==> src/rtl/uart_echo_pkg.sv <==
// +--------------------------------------------------------------------------+
// | uart_echo_pkg: shared TX state encoding, baud table and lookup helper    |
// | Rev 1.0                                                                  |
// +--------------------------------------------------------------------------+
`timescale 1ns/1ps
`default_nettype none

package uart_echo_pkg;

  localparam int unsigned CLK_FREQ_HZ = 50_000_000;

  // Clocks per bit, rounded to nearest: 10417, 5208, 2604, 1302.
  localparam logic [13:0] BAUD_4800  = 14'((CLK_FREQ_HZ + 2400) / 4800);
  localparam logic [13:0] BAUD_9600  = 14'((CLK_FREQ_HZ + 4800) / 9600);
  localparam logic [13:0] BAUD_19200 = 14'((CLK_FREQ_HZ + 9600) / 19200);
  localparam logic [13:0] BAUD_38400 = 14'((CLK_FREQ_HZ + 19200) / 38400);

  typedef enum logic [1:0] {
    TX_IDLE  = 2'd0,
    TX_START = 2'd1,
    TX_ARM   = 2'd2,
    TX_WAIT  = 2'd3
  } tx_state_t;

  function automatic logic [13:0] baud_lookup(input logic [1:0] sel);
    logic [13:0] val;
    unique case (sel)
      2'd0:    val = BAUD_4800;
      2'd1:    val = BAUD_9600;
      2'd2:    val = BAUD_19200;
      default: val = BAUD_38400;
    endcase
    return val;
  endfunction

endpackage

`default_nettype wire

==> src/rtl/uart_echo_fifo.sv <==
// +--------------------------------------------------------------------------+
// | uart_echo_fifo: synchronous byte FIFO, push accepted when full if popped |
// | Rev 1.0                                                                  |
// +--------------------------------------------------------------------------+
`timescale 1ns/1ps
`default_nettype none

module uart_echo_fifo #(
  parameter int DEPTH = 8
) (
  input  logic                       clk,
  input  logic                       rst,
  input  logic                       push,
  input  logic                       pop,
  input  logic [7:0]                 din,
  output logic [7:0]                 dout,
  output logic                       full,
  output logic                       empty,
  output logic [$clog2(DEPTH):0]     cnt
);

  localparam int AW = $clog2(DEPTH);

  logic [AW:0] wr_ptr_q;
  logic [AW:0] rd_ptr_q;
  logic [7:0]  mem_q [DEPTH];
  logic        wr_en;
  logic        rd_en;

  // A full FIFO still takes a push when the head leaves in the same cycle.
  assign wr_en = push && (!full || pop);
  assign rd_en = pop && !empty;

  assign cnt   = wr_ptr_q - rd_ptr_q;
  assign full  = (cnt == (AW+1)'(DEPTH));
  assign empty = (cnt == '0);
  assign dout  = mem_q[rd_ptr_q[AW-1:0]];

  always_ff @(posedge clk) begin
    if (rst) begin
      wr_ptr_q <= '0;
      rd_ptr_q <= '0;
    end else begin
      if (wr_en) wr_ptr_q <= wr_ptr_q + 1'b1;
      if (rd_en) rd_ptr_q <= rd_ptr_q + 1'b1;
    end
  end

  always_ff @(posedge clk) begin
    if (wr_en) mem_q[wr_ptr_q[AW-1:0]] <= din;
  end

endmodule

`default_nettype wire

==> src/rtl/uart_echo_driver.sv <==
// +--------------------------------------------------------------------------+
// | uart_echo_driver: UART byte echo loop (RX -> FIFO -> TX) and baud select |
// | Optional UART_ECHO_CASE_EN: upper-case a..z on the push path. Rev 1.0    |
// +--------------------------------------------------------------------------+
`timescale 1ns/1ps
`default_nettype none

module uart_echo_driver
  import uart_echo_pkg::*;
#(
  parameter int FIFO_DEPTH = 8
) (
  input  logic                          clk,
  input  logic                          rst,
  input  logic [1:0]                    br_cfg,
  input  logic                          rx_rdy,
  input  logic [7:0]                    rx_data,
  output logic                          clr_rx_rdy,
  output logic                          trmt,
  output logic [7:0]                    tx_data,
  input  logic                          tx_done,
  output logic [13:0]                   baud_goal,
  output logic [$clog2(FIFO_DEPTH):0]   fifo_cnt,
  output logic                          overflow
);

  tx_state_t   state_q, state_d;
  logic        clr_q;
  logic [7:0]  rx_byte_q;
  logic [7:0]  rx_byte;
  logic        rx_take;
  logic        pop;
  logic        fifo_full;
  logic        fifo_empty;
  logic [7:0]  fifo_dout;
  logic [7:0]  tx_data_q;
  logic [13:0] baud_q;
  logic        overflow_q;

`ifdef UART_ECHO_CASE_EN
  assign rx_byte = (rx_data >= 8'h61 && rx_data <= 8'h7A) ? (rx_data - 8'h20) : rx_data;
`else
  assign rx_byte = rx_data;
`endif

  // The ack register doubles as the push strobe; it also blocks a second
  // capture while the receiver is still dropping rdy.
  assign rx_take = rx_rdy && !clr_q;
  assign pop     = (state_q == TX_IDLE) && !fifo_empty;

  always_ff @(posedge clk) begin
    if (rst) begin
      clr_q     <= 1'b0;
      rx_byte_q <= 8'h00;
    end else begin
      clr_q <= rx_take;
      if (rx_take) rx_byte_q <= rx_byte;
    end
  end

  uart_echo_fifo #(
    .DEPTH (FIFO_DEPTH)
  ) u_fifo (
    .clk   (clk),
    .rst   (rst),
    .push  (clr_q),
    .pop   (pop),
    .din   (rx_byte_q),
    .dout  (fifo_dout),
    .full  (fifo_full),
    .empty (fifo_empty),
    .cnt   (fifo_cnt)
  );

  always_ff @(posedge clk) begin
    if (rst) state_q <= TX_IDLE;
    else     state_q <= state_d;
  end

  always_comb begin
    state_d = state_q;
    unique case (state_q)
      TX_IDLE:  if (!fifo_empty) state_d = TX_START;
      TX_START: state_d = TX_ARM;
      TX_ARM:   if (!tx_done) state_d = TX_WAIT;
      TX_WAIT:  if (tx_done) state_d = TX_IDLE;
      default:  state_d = TX_IDLE;
    endcase
  end

  always_ff @(posedge clk) begin
    if (rst) begin
      tx_data_q  <= 8'h00;
      baud_q     <= BAUD_9600;
      overflow_q <= 1'b0;
    end else begin
      if (pop) tx_data_q <= fifo_dout;
      // Rate only changes when nothing is queued or on the wire.
      if (state_q == TX_IDLE && fifo_empty) baud_q <= baud_lookup(br_cfg);
      if (clr_q && fifo_full && !pop) overflow_q <= 1'b1;
    end
  end

  assign clr_rx_rdy = clr_q;
  assign trmt       = (state_q == TX_START);
  assign tx_data    = tx_data_q;
  assign baud_goal  = baud_q;
  assign overflow   = overflow_q;

endmodule

`default_nettype wire

==> config.mk <==
export PLATFORM = sky130hd
export DESIGN_NAME = uart_echo_driver
export DESIGN_NICKNAME = d
export VERILOG_FILES = /design/src/rtl/uart_echo_pkg.sv /design/src/rtl/uart_echo_fifo.sv /design/src/rtl/uart_echo_driver.sv
export SDC_FILE = /design/constraint.sdc
export NUM_CORES = 1
export LEC_CHECK = 0
export BUFFER_PORTS_ARGS = -buffer_cell sky130_fd_sc_hd__buf_2
export CAP_MARGIN = 20
export CORE_UTILIZATION = 65
export CTS_BUF_LIST = sky130_fd_sc_hd__clkbuf_4 sky130_fd_sc_hd__clkbuf_8
export DETAILED_ROUTE_END_ITERATION = 6
export GPL_TIMING_DRIVEN = 0
export PLACE_DENSITY = 0.87
export SYNTH_ARGS = -nofsm -noshare
export SYNTH_HDL_FRONTEND = slang
export SYNTH_HIERARCHICAL = 1
export SYNTH_SLANG_ARGS = --single-unit
==> constraint.sdc <==
create_clock -name clk -period 5.8 [get_ports clk]
set_input_delay 0.29 -clock clk [delete_from_list [all_inputs] [get_ports clk]]
set_output_delay 0.29 -clock clk [all_outputs]
set_load 0.02 [all_outputs]
After elaboration in Yosys (flattened, before gate mapping)
Memories as Yosys holds them, arrays and structs flattened. A register that Yosys moved wholly into a read port is not among the register bits.
Cells that the tools add are included.

operators by class
  add/sub/neg operators = 3
  equal/unequal tests = 9
  multiplexer cells = 7
  reductions and logical operators = 16

operators by type and width
  kind                                                 number
  case mux 14 bit (3 select lines)                     1
  adder 4 x 1 -> 4 bit, second input constant          2
  case mux 2 bit (4 select lines)                      1
  logical AND 1 bit                                    7
  equality test 2 bit, second input constant           3
  2-to-1 mux 2 bit                                     3
  != test 2 bit, second input constant                 3
  equality test 2 x 1 -> 1 bit, second input constant  2
  equality test 4 bit, second input constant           1
  logical NOT 1 bit                                    4
  logical NOT 2 bit                                    2
  logical NOT 4 bit                                    1
  subtractor 4 bit                                     1
  AND reduction 3 bit                                  1
  2-to-1 mux 1 bit                                     2
  logical OR 1 bit                                     1

word-level totals
  register bits = 34
  RAM bits = 64
  word-level logic and storage cells = 43
  memories kept = 1

memory list
  memory        depth  bits a word  read ports  clocked after Yosys merged registers in  wr ports  line                  source
  u_fifo.mem_q  8      8            1           1                                        1         uart_echo_fifo.sv:26  logic [7:0] mem_q [DEPTH];

Depth between registers and ports, before layout
  word-level depth = 8
  mapped depth = 15
  depth with buffers taken out = 12

By module
Netlist, hierarchy kept.

by module, submodules not included
  module            instances  cells each  area each (µm²)  sequential area each (µm²)
  uart_echo_fifo    1          174         3,090.5          2,142.1
  uart_echo_driver  1          149         1,223.7          580.6

Worst setup path before layout
Ideal clock, no wire load.

  kind = flip-flop to flip-flop
  start = register u_fifo.wr_ptr_q[0]
  end = memory u_fifo.mem_q[6][0] (enable)
  setup time = 0.385 ns
  arrival = 3.356 ns
  data required time = 5.415 ns
  setup slack = 2.059 ns
  cell stages (with the launch flop) = 16
  path buffers = 3
  period minus slack after synthesis = 3.741 ns
  cell sequence = dfxtp_1 -> clkbuf_1 -> inv_1 -> ha_1 -> inv_1 -> fa_1 -> xor2_1 -> or3_1 -> buf_2 -> nor2_1 -> nand2b_1 -> buf_2 -> inv_2 -> o41a_4 -> nand2_1 -> nor3b_1

on the way
  word-level cells in the longest chain between the ends = 8
  elaborated cells on any way between the ends = 10

RTL lines
  element                                 line                    source
  start: declaration                      uart_echo_fifo.sv:24    logic [AW:0] wr_ptr_q;
  start signal: assignment                uart_echo_fifo.sv:44    if (wr_en) wr_ptr_q <= wr_ptr_q + 1'b1;
  subtractor 4 bit                        uart_echo_fifo.sv:34    assign cnt = wr_ptr_q - rd_ptr_q;
  named net fifo_cnt[2]                   uart_echo_driver.sv:23  output logic [$clog2(FIFO_DEPTH):0] fifo_cnt,
  logical NOT 4 bit                       uart_echo_fifo.sv:36    assign empty = (cnt == '0);
  named net fifo_empty                    uart_echo_driver.sv:34  logic fifo_empty;
  logical NOT 1 bit                       uart_echo_driver.sv:49  assign pop = (state_q == TX_IDLE) && !fifo_empty;
  logical AND 1 bit                       uart_echo_driver.sv:49
  named net pop                           uart_echo_driver.sv:32  logic pop;
  logical OR 1 bit                        uart_echo_fifo.sv:31    assign wr_en = push && (!full || pop);
  logical AND 1 bit                       uart_echo_fifo.sv:31
  2-to-1 mux 1 bit                        uart_echo_fifo.sv:50    if (wr_en) mem_q[wr_ptr_q[AW-1:0]] <= din;
  2-to-1 mux 1 bit (not written as such)  uart_echo_fifo.sv:50
  end: declaration                        uart_echo_fifo.sv:26

The timed path passes the listed nets, and every way through them passes these cells.

Worst setup path after layout
  start = register u_fifo.wr_ptr_q[0]
  end = memory u_fifo.mem_q[4][1] (enable)

on the way
  word-level cells in the longest chain between the ends = 8
  elaborated cells on any way between the ends = 10

RTL lines
  element                                 line
  subtractor 4 bit                        uart_echo_fifo.sv:34
  logical NOT 4 bit                       uart_echo_fifo.sv:36
  named net fifo_empty                    uart_echo_driver.sv:34
  logical NOT 1 bit                       uart_echo_driver.sv:49
  logical AND 1 bit                       uart_echo_driver.sv:49
  named net pop                           uart_echo_driver.sv:32
  logical OR 1 bit                        uart_echo_fifo.sv:31
  logical AND 1 bit                       uart_echo_fifo.sv:31
  2-to-1 mux 1 bit                        uart_echo_fifo.sv:50
  2-to-1 mux 1 bit (not written as such)  uart_echo_fifo.sv:50

The timed path passes the listed nets, and every way through them passes these cells.

==> results.cfg <==
[route]
ant_nets = 0
drc = 0
vias = 2694
wl_um = 8650
drt_iter0_markers = 177
dr.pass1.iters = 5
wl_per_cell_um = 18.7
vias_per_cell = 5.82

[global_route]
grt_max_degree = 17
grt_pass1_vias = 2674
antenna_found_initial = 0
grt_pass1_wl_um = 13700
grt_remaining_overflow = 0
grt_use_total = 0.265

[floorplanning]
die-width_um = 83.5
rows = 29
core_area_mm2 = 0.00639
die_h_um = 83.5
pin_count = 43
die-area_mm2 = 0.00697
start_util = 0.676

[sta]
holdWs_ns = 0.176
period_share = 0.755
setup_viol = 0
min_period_ns = 4.38
fin_skew_ns = 0.0124
rsz0062_at_grt = false
worstMarginPinSlew_ns = 0.941
slew_violations = 0
max_freq_mhz = 228
hold_viol_final = 0
relSlewSlack = 0.368
setup_tns_ns = 0

[final_layout]
n_antenna_cell = 0
fill_cells = 397
num-nets-final = 411
drive_gt1_frac = 0.285
syn2layout_area_growth_pct = 12.9
design_area_mm2 = 0.00487
finalNonFillerCells = 463

[clock_network]
root_buffer = clkbuf_8
clk_latency_ns = 0.35
cts_resized = 0
path_clk_slew_ns = 0.09
cts_setup_buffers = 0
htree_levels = 3
cts.sinks = 104
cts_hold_buf = 0
cts_tree = yes
numCtsBuffers = 9
clock_path_buffers = 2

[critical_path]
path_buf_inv = 7
cp_max_fo = 12
path_delay_family = buffers and inverters
crit_chain = clkbuf_1 -> inv_1 -> ha_1 -> inv_1 -> fa_1 -> or3_1 -> buf_2 -> nor2_1 -> nand2b_1 -> buf_2 -> inv_2 -> o41a_4 -> nand2_1 -> nor3_1 -> buf_4
critPathMaxStageDelay_ns = 0.58
slowest_stage = o41a_4
end_kind = flop
cp-start-kind = flop
worst-setup-path-type = reg -> reg
crit_arrival_ns = 4.50
worstPathRequired_ns = 5.92

[placement]
dp.cells = 447
place.gp.congestion = 0.820
placed_cell_area_mm2 = 0.00468
hpwl_um = 5940
port_buffers = 42

[yosys]
yosysTopAreaCellShare = 0.445
synth_edf_count = 64
synth_top_cell_by_area = edfxtp_1
synth_area_leaders = edfxtp_1 (45%), dfxtp_1 (19%), mux4_2 (8.4%)
synth_ff_type = edfxtp_1
synthArstFlopShare = 0
ys_seq_area_frac = 0.631
synth_area_mm2 = 0.00431
syn_nets = 353
syn-instance-count = 323
synthDistinctLibCells = 46
ys_seq_elements = 104
yosysWarnings = 6
syn_avg_cell_area_um2 = 13.4

[hold_path]
hp-class = in -> reg

[pwr]
p_int_mw = 1.33
combPwrFrac = 0.336
switching_power_uw = 704
p_leak_nw = 1.88
power_per_cell_area_mw_per_mm2 = 416
switching_share = 0.347
vdd.ir_drop.worst_mv = 0.359
clock_power_share = 0.218
seqPwrFrac = 0.446

[flow_run]
maxCapViolCount = 0

[outcome]
outcome = completed
==> routing by layer <==
metal / vias up / part of all wire / global-route usage
li1: 1270 / - / -
met4: 0 / 0.015 / 0.0940
met3: 12 / 0.073 / 0.0455
met2: 105 / 0.51 / 0.444
met5: - / 0 / 0
met1: 1307 / 0.40 / 0.354
==> layout by cell type, fill, tap and decap left out, drive strengths merged, types with 3 or more instances in the layout <==
cell	count
nor3	8
or3	3
nor2	19
nand2	47
nand2b	3
clkinv	4
nand3b	3
dfxtp	40
mux4	16
ha	15
xnor2	3
mux2	9
buf	61
inv	13
edfxtp	64
clkbuf	19
xor2	3
a21oi	27
==> Yosys cell counts (all sizes together), types with 2 or more instances <==
library cell,instances
a21o,2
a21oi,27
buf,14
clkbuf,8
dfxtp,40
edfxtp,64
ha,15
inv,13
mux2,9
mux2i,2
mux4,16
nand2,47
nand2b,3
nand3,2
nand3b,3
nand4,2
nor2,19
nor2b,2
nor3,8
nor4,2
o31ai,2
or3,3
xnor2,3
xor2,3
==> per-stage QoR <==
| step | worst slack [ns] | util | power (mW) |
|---|---|---|---|
| 2_1_floorplan | 2.06 | - | 1.41 |
| 3_3_place_gp | 1.38 | 0.724 | 1.57 |
| 3_5_place_dp | 1.47 | 0.732 | 1.60 |
| 4_1_cts | 1.44 | 0.763 | 2.03 |
| 5_1_grt | 1.20 | 0.763 | 2.14 |
| 6_report | 1.42 | 0.763 | 2.03 |
==> cell type report <==
type	instances	area [um2]	area share
clock inverter	5	57.6	0.0118
timing repair buffer	47	248	0.0508
buffer	22	111	0.0229
inverter	13	48.8	0.0100
tap	77	96.3	0.0198
multi-input combinational	184	1450	0.297
sequential	104	2720	0.559
clock buffer	11	139	0.0285
==> state kept, by name, indices dropped and copies added, names as in the netlist, named ones only <==
register and cells:
u_fifo/rd_ptr_q 4, u_fifo/wr_ptr_q 4, tx_data 8, state_q 2, rx_byte_q 8, u_fifo/mem_q 64
clr_rx_rdy 1, baud_goal 9, overflow 1
==> power groups by stage <==
stage               clock network (mW)  logic [mW]  registers [mW]
floorplan                            0       0.430           0.978
global placement                     0       0.650           0.918
detailed placement                   0       0.675           0.924
CTS                              0.445       0.682           0.907
global route                     0.477       0.744           0.917
finish                           0.442       0.681           0.906
==> worst reg2reg max path, delay by kind of cell, from the launching register on <==
| kind | cells | cell delay, ns |
|---|---|---|
| AOI/OAI and AO/OA | 1 | 0.58 |
| adders and majority gates | 2 | 0.68 |
| buffers and inverters | 7 | 1.47 |
| DFF | 1 | 0.35 |
| and+or+nand+nor | 5 | 1.10 |
==> cell families after synthesis <==
family / synth area share
AO/OA/AOI/OAI: 0.0574
XOR/XNOR: 0.0122
adder cells (fa/ha/maj): 0.0481
buffers and inverters: 0.0371
flip-flops: 0.631
multiplexers: 0.112
AND/OR/NAND/NOR: 0.102
==> worst paths after layout <==
path	from	to	slack [ns]	cells past startpoint
worst max-delay path	u_fifo/wr_ptr_q[0]$_SDFFE_PP0P_	u_fifo/mem_q[4][1]$_DFFE_PP_	1.42	15
worst min-delay path	rx_data[3]	rx_byte_q[3]$_SDFFE_PP0P_	0.18	3
worst max register to register	u_fifo/wr_ptr_q[0]$_SDFFE_PP0P_	u_fifo/mem_q[4][1]$_DFFE_PP_	1.42	15
worst min register to register	tx_data[3]$_SDFFE_PP0P_	tx_data[3]$_SDFFE_PP0P_	0.46	2
(Power assumes the default switching activity.)
